==> src/rtl/seg7_scroll_scanner.sv <==
// Multiplexed hex-digit display with a writable, scrollable message buffer.
// Define SEG7_AUTOSCROLL_EN to add a frame timer that steps the window forward every AUTO_PERIOD frames.
module seg7_scroll_scanner #(
    parameter int unsigned DIGITS      = 4,
    parameter int unsigned MSG_DEPTH   = 16,
    parameter int unsigned SLOT_CYCLES = 16,
    parameter int unsigned GUARD       = 3,
    parameter int unsigned AUTO_PERIOD = 1000000,
    localparam int unsigned AW         = $clog2(MSG_DEPTH)
) (
    input  logic              clk,
    input  logic              reset,
    input  logic              step_i,
    input  logic              dir_i,
    input  logic              wr_en_i,
    input  logic [AW-1:0]     wr_addr_i,
    input  logic [3:0]        wr_data_i,
    output logic [DIGITS-1:0] an_o,
    output logic [7:0]        seg_o,
    output logic [AW-1:0]     offset_o
);

    localparam int unsigned CW = (SLOT_CYCLES > 1) ? $clog2(SLOT_CYCLES) : 1;
    localparam int unsigned DW = $clog2(DIGITS);

    localparam logic [CW-1:0] CntLast = CW'(SLOT_CYCLES - 1);
    localparam logic [CW-1:0] GuardLo = CW'(GUARD);
    localparam logic [CW-1:0] GuardHi = CW'(SLOT_CYCLES - 1 - GUARD);
    localparam logic [DW-1:0] DigLast = DW'(DIGITS - 1);
    localparam logic [AW-1:0] IdxLast = AW'(MSG_DEPTH - 1);
    localparam logic [AW:0]   DepthW  = (AW + 1)'(MSG_DEPTH);

    if (2 * GUARD >= SLOT_CYCLES) begin : g_bad_guard
        $error("GUARD too large: 2*GUARD must be below SLOT_CYCLES");
    end
    if (DIGITS < 2 || DIGITS > 8) begin : g_bad_digits
        $error("DIGITS must be in 2..8");
    end
    if (MSG_DEPTH < DIGITS || MSG_DEPTH > 256) begin : g_bad_depth
        $error("MSG_DEPTH must be in DIGITS..256");
    end
    if (AUTO_PERIOD < 1) begin : g_bad_period
        $error("AUTO_PERIOD must be at least 1");
    end

    logic [CW-1:0]     cnt_q, cnt_d;
    logic [DW-1:0]     dig_q, dig_d;
    logic [AW-1:0]     offset_q, offset_d;
    logic [AW-1:0]     snap_q, snap_d;
    logic [DIGITS-1:0] an_q, an_d;
    logic [7:0]        seg_q, seg_d;
    logic [3:0]        buf_q [MSG_DEPTH];

    logic          last_slot, frame_end;
    logic          adv, adv_dir;
    logic [AW:0]   fetch_raw;
    logic [AW-1:0] fetch_idx;

    function automatic logic [7:0] hex_font(input logic [3:0] ch);
        logic [7:0] f;
        case (ch)
            4'h0:    f = 8'b0000_0011;
            4'h1:    f = 8'b1001_1111;
            4'h2:    f = 8'b0010_0101;
            4'h3:    f = 8'b0000_1101;
            4'h4:    f = 8'b1001_1001;
            4'h5:    f = 8'b0100_1001;
            4'h6:    f = 8'b0100_0001;
            4'h7:    f = 8'b0001_1111;
            4'h8:    f = 8'b0000_0001;
            4'h9:    f = 8'b0000_1001;
            4'hA:    f = 8'b0001_0001;
            4'hB:    f = 8'b1100_0001;
            4'hC:    f = 8'b0110_0011;
            4'hD:    f = 8'b1000_0101;
            4'hE:    f = 8'b0110_0001;
            default: f = 8'b0111_0001;
        endcase
        return f;
    endfunction

`ifdef SEG7_AUTOSCROLL_EN
    localparam int unsigned TW = (AUTO_PERIOD > 1) ? $clog2(AUTO_PERIOD) : 1;
    localparam logic [TW-1:0] TimerLast = TW'(AUTO_PERIOD - 1);

    logic [TW-1:0] timer_q, timer_d;
    logic          auto_tick;

    always_comb begin
        auto_tick = frame_end && (timer_q == TimerLast);
        timer_d   = timer_q;
        if (frame_end) begin
            timer_d = auto_tick ? '0 : timer_q + 1'b1;
        end
    end

    always_ff @(posedge clk or posedge reset) begin
        if (reset) begin
            timer_q <= '0;
        end else begin
            timer_q <= timer_d;
        end
    end

    // An external step coinciding with a tick replaces it rather than adding to it.
    assign adv     = step_i | auto_tick;
    assign adv_dir = step_i & dir_i;
`else
    assign adv     = step_i;
    assign adv_dir = dir_i;
`endif

    always_comb begin
        last_slot = (cnt_q == CntLast);
        frame_end = last_slot && (dig_q == '0);

        cnt_d = last_slot ? '0 : cnt_q + 1'b1;
        dig_d = dig_q;
        if (last_slot) begin
            dig_d = (dig_q == '0) ? DigLast : dig_q - 1'b1;
        end

        // Snapshot only at frame end so one frame never mixes two offsets.
        snap_d = frame_end ? offset_q : snap_q;

        offset_d = offset_q;
        if (adv) begin
            if (adv_dir) begin
                offset_d = (offset_q == '0) ? IdxLast : offset_q - 1'b1;
            end else begin
                offset_d = (offset_q == IdxLast) ? '0 : offset_q + 1'b1;
            end
        end

        // Sum stays below 2*MSG_DEPTH, so one conditional subtract wraps it.
        fetch_raw = {1'b0, snap_q} + (AW + 1)'(DigLast - dig_q);
        if (fetch_raw >= DepthW) begin
            fetch_idx = AW'(fetch_raw - DepthW);
        end else begin
            fetch_idx = fetch_raw[AW-1:0];
        end

        an_d = '1;
        if (cnt_q >= GuardLo && cnt_q <= GuardHi) begin
            an_d[dig_q] = 1'b0;
        end
        seg_d = hex_font(buf_q[fetch_idx]);
    end

    always_ff @(posedge clk or posedge reset) begin
        if (reset) begin
            cnt_q    <= '0;
            dig_q    <= DigLast;
            offset_q <= '0;
            snap_q   <= '0;
            an_q     <= '1;
            seg_q    <= 8'hFF;
        end else begin
            cnt_q    <= cnt_d;
            dig_q    <= dig_d;
            offset_q <= offset_d;
            snap_q   <= snap_d;
            an_q     <= an_d;
            seg_q    <= seg_d;
        end
    end

    always_ff @(posedge clk or posedge reset) begin
        if (reset) begin
            for (int unsigned i = 0; i < MSG_DEPTH; i++) begin
                buf_q[i] <= 4'(i % 16);
            end
        end else if (wr_en_i && ({1'b0, wr_addr_i} < DepthW)) begin
            buf_q[wr_addr_i] <= wr_data_i;
        end
    end

    assign an_o     = an_q;
    assign seg_o    = seg_q;
    assign offset_o = offset_q;

endmodule

==> config.mk <==
export PLATFORM = sky130hd
export DESIGN_NAME = seg7_scroll_scanner
export DESIGN_NICKNAME = d
export VERILOG_FILES = /design/src/rtl/seg7_scroll_scanner.sv
export SDC_FILE = /design/constraint.sdc
export NUM_CORES = 1
export LEC_CHECK = 0
export CELL_PAD_IN_SITES_DETAIL_PLACEMENT = 0
export CELL_PAD_IN_SITES_GLOBAL_PLACEMENT = 2
export CORE_MARGIN = 10
export CORE_UTILIZATION = 38
export CTS_CLUSTER_SIZE = 20
export DETAILED_ROUTE_END_ITERATION = 10
export PLACE_DENSITY_LB_ADDON = 0.1
export SYNTH_ARGS = -nofsm -noshare
export SYNTH_HDL_FRONTEND = slang
export SYNTH_SLANG_ARGS = --single-unit
==> constraint.sdc <==
create_clock -name clk -period 3 [get_ports clk]
set_input_delay 0.3 -clock clk [delete_from_list [all_inputs] [get_ports clk]]
set_output_delay 0.3 -clock clk [all_outputs]
set_load 0.05 [all_outputs]
==> results.json <==
{
  "diodes": 0,
  "syn_to_final_growth_pct": 23.23,
  "max_cap_violations": 0,
  "postCtsHoldBufs": 0,
  "rr_worst_depth": 11,
  "fp.dieW_um": 128.8,
  "synth_edf_count": 0,
  "holdWs_ns": 0.3399,
  "num_vias": 2847,
  "grt_usage_pct": 12.79,
  "ant_nets": 0,
  "tightest_slew_ns": 0.6889,
  "fin_crit_ns": 3.102,
  "pwr-share-clk_pct": 15.9,
  "grt-ovfl-total": 0,
  "slew_headroom_pct": 53.93,
  "setup_tns_ns": -0.2516,
  "netSwitchingFraction_pct": 37.76,
  "cts_root_buffer": "clkbuf_16",
  "cpPeakStageDelay_ns": 0.60,
  "path_cells": "inv_2 -> ha_4 -> inv_2 -> fa_1 -> buf_12 -> mux4_2 -> mux4_2 -> ha_4 -> nand2_1 -> o22ai_1 -> a211o_1",
  "crit_cells": 11,
  "cellInternalPower_w": 0.004366,
  "fin_nets": 430,
  "power.switching_w": 0.002649,
  "r2r_start": "dig_q[0]",
  "start_util_pct": 39.05,
  "leakage_nw": 2.324,
  "endpoint_kind": "register",
  "final_cell_mix": "65 x mux2_2, 45 x dfstp_2, 44 x dfrtp_1",
  "ios": 29,
  "port_buffers": 27,
  "dr.first_iter.drc_count": 149,
  "power.density_nw_per_um2": 1266,
  "cp_top_family": "multiplexers",
  "ys_seq_area_share_pct": 50.78,
  "cp_max_fo": 10,
  "routedWlPerCell_um": 18.61,
  "combPwrFrac_pct": 58.4,
  "ys.flop_type": "dfstp_2",
  "synth_adder_area_share_pct": 5.175,
  "drive_above_1_share_pct": 45.05,
  "layout_commonest_cell": "mux2_2",
  "h-tree-depth": 3,
  "rrSetupSlack_ns": -0.10,
  "postSynth.asyncResetShare_pct": 100.0,
  "syn_area_um2": 4497,
  "synth.distinct_cells": 41,
  "hold_viol_final": 0,
  "synth_fp_nets": 374,
  "crit_slowest_cell": "mux4_2",
  "yosys.area_share.simple_pct": 7.373,
  "max_freq_mhz": 322.4,
  "path_class": "register to register",
  "startpoint": "dig_q[0]",
  "cts_tree": "yes",
  "crit_path_start_kind": "register",
  "synth_xor_area_share_pct": 1.725,
  "pwr-share-seq_pct": 25.7,
  "violations": "negative setup slack",
  "clkSinkCount": 89,
  "viasPerCell": 5.205,
  "synth_cells": 343,
  "synth_compound_area_share_pct": 4.619,
  "insertion_delay_ns": 0.34,
  "gp_congestion": 0.7380,
  "finalSetupViolations": 4,
  "synth_area_per_cell_um2": 13.11,
  "drv_slew": 0,
  "core_area_um2": 11520,
  "synth_top_family_by_area": "multiplexers",
  "tritoncts.num_buffers": 9,
  "drc": 0,
  "layout_setup_ws_ns": -0.1015,
  "fin_crit_sh_pct": 103.4,
  "dpl.hpwl_um": 7232,
  "place_inst": 525,
  "worstPathArrival_ns": 3.37,
  "outcome": "complete, but fails checks",
  "grt_pass1_vias": 2998,
  "worst-path-buf-inv": 3,
  "clk_pin_slew_worst_paths_ns": 0.06,
  "rows": 39,
  "antenna_found_initial": 0,
  "fin_worst_skew_ns": 0.005014,
  "routed_wl_um": 10180,
  "dp_slack_ns": -0.1284,
  "cp.required_ns": 3.27,
  "holdCritPathClass": "input pin to asynchronous set/reset pin",
  "synth-seq-cells": 89,
  "clock_path_buffers": 2,
  "drtPass1Iterations": 4,
  "die-area_um2": 16580,
  "fin_cells": 547,
  "ys_warn_count": 0,
  "grt_pass1_wl_um": 16370,
  "synth.area.mux_share_pct": 27.41,
  "fin_util_pct": 48.12,
  "grt_max_degree": 43,
  "peakVddDrop_uv": 556.8,
  "die-height_um": 128.8,
  "grt_setup_unrepaired": "true"
}
-- state kept, by name (all words and copies together), names as in the netlist --
signal,flops
offset_o,4
dig_q,2
seg_o,7
snap_q,4
cnt_q,4
an_o,4
buf_q,64
-- worst reg2reg max path: cells and delay by family (launching register included) --
kind                     cells  cell delay [ns]
adder cells (fa/ha/maj)      3             0.82
flip-flops                   1             0.53
AO/OA/AOI/OAI                2             0.34
AND/OR/NAND/NOR              1             0.06
multiplexers                 2             1.02
buffers and inverters        3             0.26
-- per-stage QoR --
stage / total power, W / cell area [um2]
3_5_place_dp: 0.005464 / 5145
2_1_floorplan: 0.004283 / 4564
4_1_cts: 0.006707 / 5469
3_3_place_gp: 0.005420 / 5145
5_1_grt: 0.007517 / 5542
6_report: 0.007015 / 5542
-- what timing repair did --
item	CTS	global route
endpoints found under the setup margin	5	7
buffers inserted	2	4
hold endpoints to repair	0	0
gates resized for setup	4	5
pin swaps	3	4
-- layer usage --
layer | GRT usage (%) | wire, um
met5 | 0 | 0
met4 | 4.348 | 159
met3 | 3.943 | 362
met2 | 20.81 | 4926
met1 | 15.82 | 4733
-- synth_stat cells, types with 8 or more instances --
cell      count  area (um2)
mux2_2       65       732.0
dfstp_2      45        1182
dfrtp_1      44        1101
nand2_1      20       75.07
ha_1         17       212.7
inv_1        17       63.81
mux2i_1      17       170.2
nor2_1       15       56.30
mux4_2       13       292.8
nand3_1      12       60.06
nand2b_1      9       56.30
o21ai_0       9       45.04
a21oi_1       8       40.04
-- layout make-up --
cell class / count / area, um2
fillers: 1040 / 5974
flip-flops and latches: 89 / 2283
multi-input cells: 226 / 2191
repair buffers: 56 / 533.0
clock buffers: 15 / 257.7
well taps: 143 / 178.9
inverters: 17 / 67.56
clock inverters: 1 / 30.03
-- power groups by stage --
| stage | sequential [W] | combinational, W | clock, W |
|---|---|---|---|
| finish | 0.00181 | 0.00410 | 0.00111 |
| global route | 0.00185 | 0.00447 | 0.00120 |
| CTS | 0.00181 | 0.00375 | 0.00114 |
| detailed placement | 0.00183 | 0.00363 | 0 |
| global placement | 0.00183 | 0.00359 | 0 |
| floorplan | 0.00201 | 0.00228 | 0 |
-- final timing paths --
check / to
worst max-delay path: seg_o[7]
worst min-delay path: buf_q[39]
worst max register to register: seg_o[7]
worst min register to register: cnt_q[0]
max in group asynchronous: buf_q[10]
min in group clk: cnt_q[0]
-- cell families (layout without fill, tap and decap cells) --
kind of cell / count (synthesis) / count (layout)
compound gates: 33 / 33
xor+xnor: 8 / 8
fa+ha+maj: 18 / 18
buf+inv: 28 / 89
flops: 89 / 89
mux: 97 / 97
other cells: 1 / 1
simple gates: 69 / 69
No activity file was read; power rests on OpenSTA's default activity.
